$ cat src/rtl/divider_ctrl_if.sv
// divider_ctrl_if: issue handshake and datapath control bundle for the
// Goldschmidt divider sequencer.
// Optional macro DIVIDER_CTRL_STALL_EN adds the stall request line.
interface divider_ctrl_if;
  logic       start;
`ifdef DIVIDER_CTRL_STALL_EN
  logic       stall;
`endif
  logic       busy;
  logic       done;
  logic [3:0] iter;
  logic       kSave;
  logic       nSave;
  logic       dSave;
  logic       kNextSel;
  logic [1:0] muxSelB;

  // Issuing side / environment: requests work, observes controls.
  modport master (
    output start,
`ifdef DIVIDER_CTRL_STALL_EN
    output stall,
`endif
    input  busy, done, iter, kSave, nSave, dSave, kNextSel, muxSelB
  );

  // Sequencer side.
  modport slave (
    input  start,
`ifdef DIVIDER_CTRL_STALL_EN
    input  stall,
`endif
    output busy, done, iter, kSave, nSave, dSave, kNextSel, muxSelB
  );
endinterface

$ cat src/rtl/divider_ctrl.sv
// divider_ctrl: Moore sequencer for the shared-multiplier Goldschmidt
// divider datapath. Each iteration multiplies N then D by the same K,
// followed by one flush cycle into the quotient register and a done pulse.
// Optional macro DIVIDER_CTRL_STALL_EN: stall input freezes the sequence
// and masks the register enables and done.
module divider_ctrl #(
  parameter int unsigned ITERS = 3
) (
  input  logic           clk,
  input  logic           reset,
  divider_ctrl_if.slave  bus
);

  if (ITERS == 0 || ITERS > 15) begin : g_iters_check
    $error("divider_ctrl: ITERS must be in 1..15");
  end

  localparam logic [3:0] LAST_ITER = 4'(ITERS - 1);

  typedef enum logic [2:0] {
    S_IDLE,
    S_MUL_N,
    S_MUL_D,
    S_FLUSH,
    S_DONE
  } state_t;

  state_t     state, state_nxt;
  logic [3:0] iter_q, iter_nxt;
  logic       hold;

`ifdef DIVIDER_CTRL_STALL_EN
  assign hold = bus.stall;
`else
  assign hold = 1'b0;
`endif

  // State and iteration counter register, cleared asynchronously.
  always_ff @(posedge clk or negedge reset) begin
    if (!reset) begin
      state  <= S_IDLE;
      iter_q <= '0;
    end else begin
      state  <= state_nxt;
      iter_q <= iter_nxt;
    end
  end

  // Next-state sequencing; a stall freezes both state and iteration.
  always_comb begin
    state_nxt = state;
    iter_nxt  = iter_q;
    if (!hold) begin
      unique case (state)
        S_IDLE: begin
          if (bus.start) begin
            state_nxt = S_MUL_N;
            iter_nxt  = '0;
          end
        end
        S_MUL_N: state_nxt = S_MUL_D;
        S_MUL_D: begin
          if (iter_q < LAST_ITER) begin
            state_nxt = S_MUL_N;
            iter_nxt  = iter_q + 4'd1;
          end else begin
            state_nxt = S_FLUSH;
            iter_nxt  = '0;
          end
        end
        S_FLUSH: state_nxt = S_DONE;
        S_DONE:  state_nxt = S_IDLE;
        default: begin
          state_nxt = S_IDLE;
          iter_nxt  = '0;
        end
      endcase
    end
  end

  // Moore output decode; stall masks only the enables and done, so the
  // multiplier operand selection stays stable through a stall.
  always_comb begin
    bus.busy     = (state != S_IDLE);
    bus.done     = 1'b0;
    bus.iter     = iter_q;
    bus.kSave    = 1'b0;
    bus.nSave    = 1'b0;
    bus.dSave    = 1'b0;
    bus.kNextSel = 1'b0;
    bus.muxSelB  = 2'b00;
    unique case (state)
      S_IDLE: ;
      S_MUL_N: begin
        bus.nSave = 1'b1;
        if (iter_q == '0) begin
          bus.kNextSel = 1'b1;
          bus.muxSelB  = 2'b00;
        end else begin
          bus.muxSelB  = 2'b10;
        end
      end
      S_MUL_D: begin
        bus.dSave = 1'b1;
        bus.kSave = 1'b1;
        if (iter_q == '0) begin
          bus.kNextSel = 1'b1;
          bus.muxSelB  = 2'b01;
        end else begin
          bus.muxSelB  = 2'b11;
        end
      end
      S_FLUSH: begin
        bus.nSave   = 1'b1;
        bus.muxSelB = 2'b10;
      end
      S_DONE: bus.done = 1'b1;
      default: ;
    endcase
    if (hold) begin
      bus.kSave = 1'b0;
      bus.nSave = 1'b0;
      bus.dSave = 1'b0;
      bus.done  = 1'b0;
    end
  end

endmodule

$ cat src/flat_wrapper.sv
// flat-port wrapper written by rule: the top's interface ports become plain ports
module divider_ctrl_flat 
#(
  parameter int unsigned ITERS = 3
)
  (clk, reset, bus_start, bus_busy, bus_done, bus_iter, bus_kSave, bus_nSave, bus_dSave, bus_kNextSel, bus_muxSelB);
  divider_ctrl_if bus_i ();
  input  logic clk;
  input  logic reset;
  input wire logic [$bits(bus_i.start)-1:0] bus_start;
  output wire logic [$bits(bus_i.busy)-1:0] bus_busy;
  output wire logic [$bits(bus_i.done)-1:0] bus_done;
  output wire logic [$bits(bus_i.iter)-1:0] bus_iter;
  output wire logic [$bits(bus_i.kSave)-1:0] bus_kSave;
  output wire logic [$bits(bus_i.nSave)-1:0] bus_nSave;
  output wire logic [$bits(bus_i.dSave)-1:0] bus_dSave;
  output wire logic [$bits(bus_i.kNextSel)-1:0] bus_kNextSel;
  output wire logic [$bits(bus_i.muxSelB)-1:0] bus_muxSelB;
  assign bus_i.start = bus_start;
  assign bus_busy = bus_i.busy;
  assign bus_done = bus_i.done;
  assign bus_iter = bus_i.iter;
  assign bus_kSave = bus_i.kSave;
  assign bus_nSave = bus_i.nSave;
  assign bus_dSave = bus_i.dSave;
  assign bus_kNextSel = bus_i.kNextSel;
  assign bus_muxSelB = bus_i.muxSelB;
  divider_ctrl #(.ITERS(ITERS)) u_core (.clk(clk), .reset(reset), .bus(bus_i));
endmodule
$ cat config.mk
export PLATFORM = sky130hd
export DESIGN_NAME = divider_ctrl_flat
export DESIGN_NICKNAME = d
export VERILOG_FILES = /design/src/rtl/divider_ctrl_if.sv /design/src/rtl/divider_ctrl.sv /design/src/flat_wrapper.sv
export SDC_FILE = /design/constraint.sdc
export NUM_CORES = 1
export LEC_CHECK = 0
export ABC_AREA = 1
export CORE_AREA = 10 10 47 49
export DETAILED_ROUTE_END_ITERATION = 12
export DIE_AREA = 0 0 57 59
export GPL_ROUTABILITY_DRIVEN = 0
export PLACE_DENSITY = 0.56
export SYNTH_ARGS = -nofsm -noshare
export SYNTH_HDL_FRONTEND = slang
export SYNTH_SLANG_ARGS = --single-unit
$ cat constraint.sdc
create_clock -name clk -period 1 [get_ports clk]
set_input_delay 0.2 -clock clk [delete_from_list [all_inputs] [get_ports clk]]
set_output_delay 0.2 -clock clk [all_outputs]
set_load 0.01 [all_outputs]
==> summary.md <==
| Metric | Value |
|---|---|
| Most frequent cells in the layout | 18 x buf_6, 17 x nand2_1, 11 x buf_4 |
| Fin. max-slew vios | 0 |
| CP arrival | approximately 1.2 ns |
| Worst IR drop on VDD | about 1.5 mV |
| Worst-path maximum fanout | 2 |
| Pleak | 0.465 nW |
| Die Area | about 0.0034 mm² |
| Delay-heaviest family, CP | flip-flops |
| RSZ-0062 raised after global routing | true |
| Final Cell Area | a little under 800 µm² |
| Detail-routed net length per standard cell | 11.7 µm |
| DP HPWL | a little over 800 µm |
| Commonest non-fill, non-tap cell in the layout | buf_6 |
| Max transition margin | 0.780 |
| Max Cap Violations | 0 |
| Syn Area/Cell | slightly below 8 µm² |
| Final Hold Fails | 0 |
| Pre-CTS setup slack | -0.586 ns |
| Initial DRC count | 4 |
| Period minus WS final | 1.41 ns |
| Worst EP required | approximately 0.8 ns |
| Clock Path Buffers | 2 |
| Clk pin slew, worst setup/hold paths | about 0.05 ns |
| Outcome | finished, violations left |
| Initial antenna violation count | 0 |
| Yosys warns | 0 |
| Root buf cell | clkbuf_4 |
| CP Buf/Inv Count | 2 |
| H-tree Lvls | 1 |
| Die Y | approximately 60 µm |
| CP Launch Type | flip-flop |
| Final period utilization | 1.41 |
| Most used cell, CP | nand2_2 |
| Die X-Extent | between 50 and 60 µm |
| Later-pin clock latency in the skew report | between 0.2 and 0.3 ns |
| Final net count | 94 |
| Area Growth Syn to Fin | 97.5% |
| Sequential fraction of the synthesis area | 0.436 |
| I/O Pins | 15 |
| Worst slew pin tran | ~0.33 ns |
| Total global routing overflow | 0 |
| Core area | 0.00140 mm² |
| Cell area after synthesis | 402 µm² |
| Clk_skew | ~0.0014 ns |
| Diode count | 0 |
| CTS hold repair buffers | 0 |
| Pwr Density | roughly 3100 mW/mm² |
| Via density | approximately 4.1 |
| Failing checks | negative setup slack |
| Drt drc | 0 |
| Type of the worst setup path | reg -> out |
| First-pass GRT wire length | 1810 µm |
| Vias | 425 |
| CTS tree | built |
| Num rows | 14 |
| Hold Crit Class | in -> async |
| Post-layout util | 0.566 |
| Starting Density | 0.287 |
| Largest net degree at the start of global routing | 8 |
| Layout cell share with drive strength beyond 1 | 0.591 |
| Final wirelength | 1220 µm |
| Port bufs | 14 |
| Fillers | about 150 |
| Syn nets | between 50 and 60 |
| DRT Pass-1 Iters | 2 |
| Setup-violating endpoint count in the final report | 18 |
| Cell count after synthesis | 52 |
| ANT nets after route | 0 |
| CP Capture Type | primary output |
| Setup ws final | -0.412 ns |
| Distinct cells, synth | 13 |
| CTS Sinks | 7 |
| Crit path cell chain | inv_1 -> ha_2 -> nand2_2 -> nand2_1 -> nand2_2 -> buf_6 |
| CP max stage delay | about 0.4 ns |
| Yosys reg bits | 7 |
| GRT Overall Usage | 0.0692 |
| Hold slack | 0.212 ns |
| Fmax | 0.708 GHz |
| Placed Area | 681 µm² |
| Design Power | 2.49 mW |
| Slowest stage cell, crit path | dfrtp_1 |
| CTS buffer count | 3 |
| Vias in the first global route | between 400 and 500 |
[cells in the mapped netlist]
cell type,n,share of area
a21oi_1,1,0.012
and2_1,1,0.016
buf_4,2,0.037
dfrtp_1,7,0.44
ha_1,2,0.062
inv_1,10,0.093
inv_2,1,0.0093
nand2_1,20,0.19
nand2_2,2,0.031
nand3_1,2,0.025
nand3_2,1,0.025
nor2_1,1,0.0093
nor2_4,2,0.056
[registers in the layout (all words and copies together), names as in the netlist]
name / cells
u_core.bus.iter: 4
u_core.state: 3
[cell families (layout without fill, tap and decap cells)]
family | after synthesis | after routing | synth area share
compound gates | 1 | 1 | 0.0124
fa+ha+maj | 2 | 2 | 0.0623
buf+inv | 13 | 49 | 0.140
flops | 7 | 7 | 0.436
simple gates | 29 | 29 | 0.349
[worst paths after layout]
kind | startpoint | to | slack [ns] | cells past startpoint
min in group clk | u_core.bus.iter[2] | u_core.bus.iter[2] | 0.60 | 3
max in group asynchronous | reset | u_core.state[0] | 0.52 | 1
worst max-delay path | u_core.bus.iter[1] | bus_muxSelB[1] | -0.41 | 6
worst min register to register | u_core.bus.iter[2] | u_core.bus.iter[2] | 0.60 | 3
worst min-delay path | reset | u_core.bus.iter[0] | 0.21 | 1
worst max register to register | u_core.state[0] | u_core.bus.iter[2] | -0.31 | 8
[power breakdown]
group,total (mW),internal [mW],switching [mW]
Sequential,0.467,0.376,0.0911
Clock,0.258,0.152,0.105
Combinational,1.76,0.951,0.813
[final cells by class]
cell class / instances / area (µm²) / area share
Timing Repair Buffer: 34 / 320 / 0.404
Inverter: 11 / 46.3 / 0.0584
Tap cell: 16 / 20.0 / 0.0252
Multi-Input combinational cell: 32 / 204 / 0.257
Sequential cell: 7 / 176 / 0.222
Clock buffer: 4 / 26.3 / 0.0331
[repair_timing]
item / 4_1_cts / 5_1_grt
resized for setup: 64 / 13
pin swaps: 3 / 7
buffers inserted: 4 / 7
setup endpoints to repair: 18 / 19
[metal layers]
layer / track usage / vias to the layer above / share of wire
met3: 0.0429 / 2 / 0.073
met4: 0.0403 / 0 / 0.0025
met2: 0.126 / 8 / 0.58
li1: - / 221 / -
met5: 0 / - / 0
met1: 0.0557 / 194 / 0.34
[stage by stage]
stage                     cells  setup TNS, ns
after floorplan              52         -0.200
after global placement       95          -4.92
after detailed placement     95          -5.00
after CTS                   102          -3.83
after global routing        104          -5.15
final                       104          -4.08
Note: power is estimated with default switching activity, not from simulation.
